<file path="src/rtl/occ_req_arbiter_if.sv">
// occ_req_arbiter_if: bundles the two requester channels, the memory read
// channel and the status outputs of occ_req_arbiter.
//   slave  : arbiter side (requester inputs, memory/status outputs)
//   master : environment side (drives requests and memory handshake)
interface occ_req_arbiter_if #(
  parameter int ADDR_W = 42,
  parameter int TAG_W  = 9,
  parameter int CNT_W  = 5
);
  logic              a_valid;
  logic [ADDR_W-1:0] a_addr_k;
  logic [ADDR_W-1:0] a_addr_l;
  logic [TAG_W-1:0]  a_read_num;
  logic              a_stall;
  logic              b_valid;
  logic [ADDR_W-1:0] b_addr_k;
  logic [ADDR_W-1:0] b_addr_l;
  logic [TAG_W-1:0]  b_read_num;
  logic              b_stall;
  logic              mem_rd_valid;
  logic [ADDR_W-1:0] mem_rd_addr;
  logic [TAG_W+2:0]  mem_rd_tag;
  logic              mem_rd_ready;
  logic              mem_rsp_valid;
  logic [CNT_W-1:0]  outstanding;
  logic              busy;
  logic              underflow_err;

  modport slave (
    input  a_valid, a_addr_k, a_addr_l, a_read_num,
    input  b_valid, b_addr_k, b_addr_l, b_read_num,
    input  mem_rd_ready, mem_rsp_valid,
    output a_stall, b_stall,
    output mem_rd_valid, mem_rd_addr, mem_rd_tag,
    output outstanding, busy, underflow_err
  );

  modport master (
    output a_valid, a_addr_k, a_addr_l, a_read_num,
    output b_valid, b_addr_k, b_addr_l, b_read_num,
    output mem_rd_ready, mem_rsp_valid,
    input  a_stall, b_stall,
    input  mem_rd_valid, mem_rd_addr, mem_rd_tag,
    input  outstanding, busy, underflow_err
  );
endinterface

</file>
<file path="src/rtl/occ_req_arbiter.sv">
// occ_req_arbiter: shares one occurrence-table read port between requester A
// (backward extension) and requester B (forward extension). One k/l pair is
// accepted at a time, round-robin, and issued as one merged beat (k == l) or
// two beats (k then l). A credit counter bounds reads in flight.
// Ports:
//   clk, rst : clock, asynchronous active-high reset
//   bus      : occ_req_arbiter_if.slave (requesters, memory read, status)
module occ_req_arbiter #(
  parameter int ADDR_W  = 42,
  parameter int TAG_W   = 9,
  parameter int MAX_OUT = 16,
  parameter int CNT_W   = 5
) (
  input  logic clk,
  input  logic rst,
  occ_req_arbiter_if.slave bus
);

  // State encoding doubles as the tag "kind" field: K=01, L=10, merged=11.
  typedef enum logic [1:0] {
    ST_IDLE    = 2'b00,
    ST_SEND_K  = 2'b01,
    ST_SEND_L  = 2'b10,
    ST_SEND_KL = 2'b11
  } state_t;

  localparam logic [CNT_W-1:0] MAX_OUT_C = CNT_W'(MAX_OUT);

  state_t            r_state;
  logic              r_src;      // 0 = A, 1 = B
  logic              r_rr_ptr;   // requester favoured on contention
  logic [ADDR_W-1:0] r_addr_k;
  logic [ADDR_W-1:0] r_addr_l;
  logic [TAG_W-1:0]  r_num;
  logic [CNT_W-1:0]  r_outstanding;
  logic              r_underflow;

  logic              w_credit_ok;
  logic              w_rd_valid;
  logic              w_fire;
  logic              w_load_en;
  logic              w_grant_a;
  logic              w_grant_b;
  logic [ADDR_W-1:0] w_sel_k;
  logic [ADDR_W-1:0] w_sel_l;
  logic [TAG_W-1:0]  w_sel_num;

  assign w_credit_ok = (r_outstanding < MAX_OUT_C);
  assign w_rd_valid  = (r_state != ST_IDLE) & w_credit_ok;
  assign w_fire      = w_rd_valid & bus.mem_rd_ready;
  // A new pair may be taken when idle or in the same cycle the last beat fires.
  assign w_load_en   = (r_state == ST_IDLE) |
                       (w_fire & ((r_state == ST_SEND_L) | (r_state == ST_SEND_KL)));
  assign w_grant_a   = w_load_en & ~rst & bus.a_valid & (~bus.b_valid | ~r_rr_ptr);
  assign w_grant_b   = w_load_en & ~rst & bus.b_valid & (~bus.a_valid |  r_rr_ptr);

  assign w_sel_k     = w_grant_a ? bus.a_addr_k   : bus.b_addr_k;
  assign w_sel_l     = w_grant_a ? bus.a_addr_l   : bus.b_addr_l;
  assign w_sel_num   = w_grant_a ? bus.a_read_num : bus.b_read_num;

  assign bus.a_stall       = bus.a_valid & ~w_grant_a;
  assign bus.b_stall       = bus.b_valid & ~w_grant_b;
  assign bus.mem_rd_valid  = w_rd_valid;
  assign bus.mem_rd_addr   = (r_state == ST_SEND_L) ? r_addr_l : r_addr_k;
  assign bus.mem_rd_tag    = {r_src, r_state, r_num};
  assign bus.outstanding   = r_outstanding;
  assign bus.busy          = (r_state != ST_IDLE);
  assign bus.underflow_err = r_underflow;

  // Request FSM: arbitration, pair capture and beat sequencing.
  always_ff @(posedge clk or posedge rst) begin
    if (rst) begin
      r_state  <= ST_IDLE;
      r_src    <= 1'b0;
      r_rr_ptr <= 1'b0;
      r_addr_k <= '0;
      r_addr_l <= '0;
      r_num    <= '0;
    end else if (w_load_en) begin
      if (w_grant_a | w_grant_b) begin
        r_src    <= w_grant_b;
        r_rr_ptr <= ~w_grant_b;  // point at the requester not just served
        r_addr_k <= w_sel_k;
        r_addr_l <= w_sel_l;
        r_num    <= w_sel_num;
        r_state  <= (w_sel_k == w_sel_l) ? ST_SEND_KL : ST_SEND_K;
      end else begin
        r_state  <= ST_IDLE;
      end
    end else if ((r_state == ST_SEND_K) && w_fire) begin
      r_state <= ST_SEND_L;
    end else begin
      r_state <= r_state;
    end
  end

  // Reads-in-flight counter and sticky underflow flag.
  always_ff @(posedge clk or posedge rst) begin
    if (rst) begin
      r_outstanding <= '0;
      r_underflow   <= 1'b0;
    end else begin
      case ({w_fire, bus.mem_rsp_valid})
        2'b10: r_outstanding <= r_outstanding + {{(CNT_W-1){1'b0}}, 1'b1};
        2'b01: begin
          if (r_outstanding == '0) begin
            r_underflow <= 1'b1;
          end else begin
            r_outstanding <= r_outstanding - {{(CNT_W-1){1'b0}}, 1'b1};
          end
        end
        default: r_outstanding <= r_outstanding;
      endcase
    end
  end

endmodule
</file>
<file path="src/flat_wrapper.sv">
// flat-port wrapper written by rule: the top's interface ports become plain ports
module occ_req_arbiter_flat 
#(
  parameter int ADDR_W  = 42,
  parameter int TAG_W   = 9,
  parameter int MAX_OUT = 16,
  parameter int CNT_W   = 5
)
  (clk, rst, bus_a_valid, bus_a_addr_k, bus_a_addr_l, bus_a_read_num, bus_b_valid, bus_b_addr_k, bus_b_addr_l, bus_b_read_num, bus_mem_rd_ready, bus_mem_rsp_valid, bus_a_stall, bus_b_stall, bus_mem_rd_valid, bus_mem_rd_addr, bus_mem_rd_tag, bus_outstanding, bus_busy, bus_underflow_err);
  occ_req_arbiter_if #(.ADDR_W(ADDR_W), .TAG_W(TAG_W), .CNT_W(CNT_W)) bus_i ();
  input  logic clk;
  input  logic rst;
  input wire logic [$bits(bus_i.a_valid)-1:0] bus_a_valid;
  input wire logic [$bits(bus_i.a_addr_k)-1:0] bus_a_addr_k;
  input wire logic [$bits(bus_i.a_addr_l)-1:0] bus_a_addr_l;
  input wire logic [$bits(bus_i.a_read_num)-1:0] bus_a_read_num;
  input wire logic [$bits(bus_i.b_valid)-1:0] bus_b_valid;
  input wire logic [$bits(bus_i.b_addr_k)-1:0] bus_b_addr_k;
  input wire logic [$bits(bus_i.b_addr_l)-1:0] bus_b_addr_l;
  input wire logic [$bits(bus_i.b_read_num)-1:0] bus_b_read_num;
  input wire logic [$bits(bus_i.mem_rd_ready)-1:0] bus_mem_rd_ready;
  input wire logic [$bits(bus_i.mem_rsp_valid)-1:0] bus_mem_rsp_valid;
  output wire logic [$bits(bus_i.a_stall)-1:0] bus_a_stall;
  output wire logic [$bits(bus_i.b_stall)-1:0] bus_b_stall;
  output wire logic [$bits(bus_i.mem_rd_valid)-1:0] bus_mem_rd_valid;
  output wire logic [$bits(bus_i.mem_rd_addr)-1:0] bus_mem_rd_addr;
  output wire logic [$bits(bus_i.mem_rd_tag)-1:0] bus_mem_rd_tag;
  output wire logic [$bits(bus_i.outstanding)-1:0] bus_outstanding;
  output wire logic [$bits(bus_i.busy)-1:0] bus_busy;
  output wire logic [$bits(bus_i.underflow_err)-1:0] bus_underflow_err;
  assign bus_i.a_valid = bus_a_valid;
  assign bus_i.a_addr_k = bus_a_addr_k;
  assign bus_i.a_addr_l = bus_a_addr_l;
  assign bus_i.a_read_num = bus_a_read_num;
  assign bus_i.b_valid = bus_b_valid;
  assign bus_i.b_addr_k = bus_b_addr_k;
  assign bus_i.b_addr_l = bus_b_addr_l;
  assign bus_i.b_read_num = bus_b_read_num;
  assign bus_i.mem_rd_ready = bus_mem_rd_ready;
  assign bus_i.mem_rsp_valid = bus_mem_rsp_valid;
  assign bus_a_stall = bus_i.a_stall;
  assign bus_b_stall = bus_i.b_stall;
  assign bus_mem_rd_valid = bus_i.mem_rd_valid;
  assign bus_mem_rd_addr = bus_i.mem_rd_addr;
  assign bus_mem_rd_tag = bus_i.mem_rd_tag;
  assign bus_outstanding = bus_i.outstanding;
  assign bus_busy = bus_i.busy;
  assign bus_underflow_err = bus_i.underflow_err;
  occ_req_arbiter #(.ADDR_W(ADDR_W), .TAG_W(TAG_W), .MAX_OUT(MAX_OUT), .CNT_W(CNT_W)) u_core (.clk(clk), .rst(rst), .bus(bus_i));
endmodule
</file>
<file path="config.mk">
export PLATFORM = sky130hd
export DESIGN_NAME = occ_req_arbiter_flat
export DESIGN_NICKNAME = d
export VERILOG_FILES = /design/src/rtl/occ_req_arbiter_if.sv /design/src/rtl/occ_req_arbiter.sv /design/src/flat_wrapper.sv
export SDC_FILE = /design/constraint.sdc
export NUM_CORES = 1
export LEC_CHECK = 0
export CORE_MARGIN = 3
export CORE_UTILIZATION = 30
export DETAILED_ROUTE_END_ITERATION = 7
export DONT_BUFFER_PORTS = 1
export SLEW_MARGIN = 20
export SYNTH_ARGS = -nofsm -noshare
export SYNTH_HDL_FRONTEND = slang
export SYNTH_SLANG_ARGS = --single-unit
export TNS_END_PERCENT = 30
</file>
<file path="constraint.sdc">
create_clock -name clk -period 5.67 [get_ports clk]
set_clock_uncertainty 0.1 [all_clocks]
set_input_delay 0.567 -clock clk [delete_from_list [all_inputs] [get_ports clk]]
set_output_delay 0.567 -clock clk [all_outputs]
set_load 0.05 [all_outputs]
</file>
==> metrics.cfg <==
[status]
status=completed

[grt]
grt_max_degree=117
grt_pass1_vias=4923
grt-ovfl-total=0
antenna_found_initial=0
grt_use_total_pct=17.1
grt_pass1_wl_um=30400

[layout]
fin_util_pct=32.9
syn_to_final_growth_pct=7.36
final_nets=839
multi_input_area_um2=3500
seq_area_um2=2580
final_cell_area_um2=6940
drive_above_1_share_pct=11.4
fillers=2167
finalNonFillerCells=923
antenna_cells=0

[clock_network]
cts.repair.resized=0
clock_sink_count=103
clk_pin_slew_ps=70
insertion_delay_ps=350
cts_root_buffer=clkbuf_16
cts_tree=done
htreeDepth=3
cts.path.max_buffers=2
numCtsBuffers=9
postCtsSetupBuffers=0
cts_hold_buf=0

[synth]
syn_avg_cell_area_um2=9.73
synth_top_cell_area_share_pct=39.9
synthTopCellsByArea=dfrtp_1 (40%), mux2i_1 (14%), mux2_2 (7.5%)
ys_async_sr_fraction_pct=100
seq_area_frac_synth_pct=39.9
synth_edf_count=0
ys_types=48
syn-num-nets=860
netlist_instances=664
synth_area_um2=6460
synth-seq-cells=103
ys.flop_type=dfrtp_1
yosysWarnings=0
yosys.area.top_type=dfrtp_1

[setup_path]
cp_slowest_cell=buf_4
critPathKind=flop to flop
cp_num_buf_inv=2
cp_common_cell=buf_4
critical_path.max_stage_delay_ps=830
path_cells=nor2_1, a21oi_2, nor3_4, buf_4, buf_4, mux2i_1, o21ai_0
path_max_fanout=50
path_delay_family=buffers and inverters
crit_required_ps=5760
critPathLaunchType=flop
endpoint_kind=flop
arrival_ps=3560

[place]
io_buffer_count=0
dp.cells=907
dp_slack_ps=2230
dp_hpwl_um=15900
place_congestion=0.836
placed_area_um2=6590

[sta]
min_period_ps=3470
rsz0062_at_grt=no
relSlewSlack_pct=29.7
worstMarginPinSlew_ps=1050
tns_ps=0
worst_slack_ps=2200
period_share_pct=61.3
hold-worst-slack_ps=37.4
timing.fmax_mhz=288
finalHoldViolations=0
setup_viol=0
slew_viol_final=0

[pwr]
ir_worst_vdd_mv=0.236
finalPower_mw=4.20
power_density_nw_per_um2=605
p_leak_nw=2.65

[drt]
route.detailed.drc=0
vias=4658
dr.pass1.iters=6
antenna_left=0
avgViaCountPerCell=5.05
drt_iter0_drc=364
routedWlPerCell_um=22.3
wl_um=20600

[floorplanning]
pin_count=256
num_rows=53
die_w_um=153
core_um2=21100
die_h_um=153
dieArea_um2=23300
start_util_pct=30.7

[worst_hold_path]
min_path_type=input pin to asynchronous set/reset pin

[run]
drv_cap=0

==> cell usage after synthesis, types with 2 or more instances <==
master,count
buf_2,15
nor4_1,11
o21ai_0,70
a211o_1,2
o22ai_1,11
nor3_1,5
a2111oi_0,3
a21oi_1,5
mux2i_1,93
buf_6,7
mux2_2,43
or4_1,2
nor2_1,8
xnor2_1,20
buf_4,2
a21o_1,3
buf_12,3
o21ai_1,26
xor2_1,43
ha_1,3
dfrtp_1,103
clkbuf_1,10
inv_1,34
nor2b_1,11
nand2_1,100
nand3_1,3
a22o_1,3
nand4_1,5
==> routing by layer <==
| layer | up-vias | GRT usage, % | routed length [um] |
|---|---|---|---|
| met4 | 0 | 5.52 | 461 |
| met3 | 22 | 6.25 | 1890 |
| met1 | 2197 | 20.7 | 8420 |
| met2 | 184 | 28.3 | 9790 |
| met5 | - | 0 | 0 |
| li1 | 2255 | - | - |
==> cells in the final DEF (no fill, tap or decap), types with 11 or more instances in the layout <==
cell / n
inv_1: 33
mux2i_1: 93
xnor2_1: 20
o21ai_0: 70
o21ai_1: 26
nor4_1: 11
mux2_2: 43
dfrtp_1: 103
o22ai_1: 11
xor2_1: 43
nand2_1: 100
==> state kept, by name, summed over array words and instances, names as in the netlist <==
name                      flops
u_core.r_rr_ptr               1
u_core.r_addr_l              42
u_core.r_state                2
u_core.r_addr_k              42
u_core.r_src                  1
u_core.bus.outstanding        5
u_core.bus.underflow_err      1
u_core.r_num                  9
==> final cells by class <==
class                      count  share of cell area [%]
multi-input combinational    489                    50.4
sequential                   103                    37.1
tap                          275                    4.96
clock buffer                  10                    3.44
inverter                      34                    1.88
clock inverter                 6                    1.55
timing repair buffer           6                   0.649
==> where the power goes <==
part	total [mW]	internal (mW)	switching, mW
clock	0.732	0.443	0.290
sequential	1.53	1.09	0.437
combinational	1.94	0.577	1.36
total	4.20	2.11	2.09
==> worst paths after layout <==
| check | endpoint | start | slack [ps] | cells past startpoint |
|---|---|---|---|---|
| worst min-delay path | u_core.bus.outstanding[4] | rst | 40 | 1 |
| min in group clk | u_core.r_addr_l[12] | bus_a_addr_l[12] | 230 | 2 |
| worst max-delay path | u_core.r_addr_k[19] | u_core.r_state[0] | 2200 | 7 |
| worst max register to register | u_core.r_addr_k[19] | u_core.r_state[0] | 2200 | 7 |
| max in group asynchronous | u_core.r_addr_k[20] | rst | 4140 | 2 |
| worst min register to register | u_core.r_rr_ptr | u_core.r_rr_ptr | 440 | 2 |
==> logic make-up after synthesis <==
group           after synthesis  synth area share, %
fa+ha+maj                     4                0.891
mux                         136                 21.9
flops                       103                 39.9
simple gates                151                 10.5
compound gates              135                 11.9
xor+xnor                     63                 8.54
buf+inv                      72                 6.33
Power figures use the tool's default switching activity.
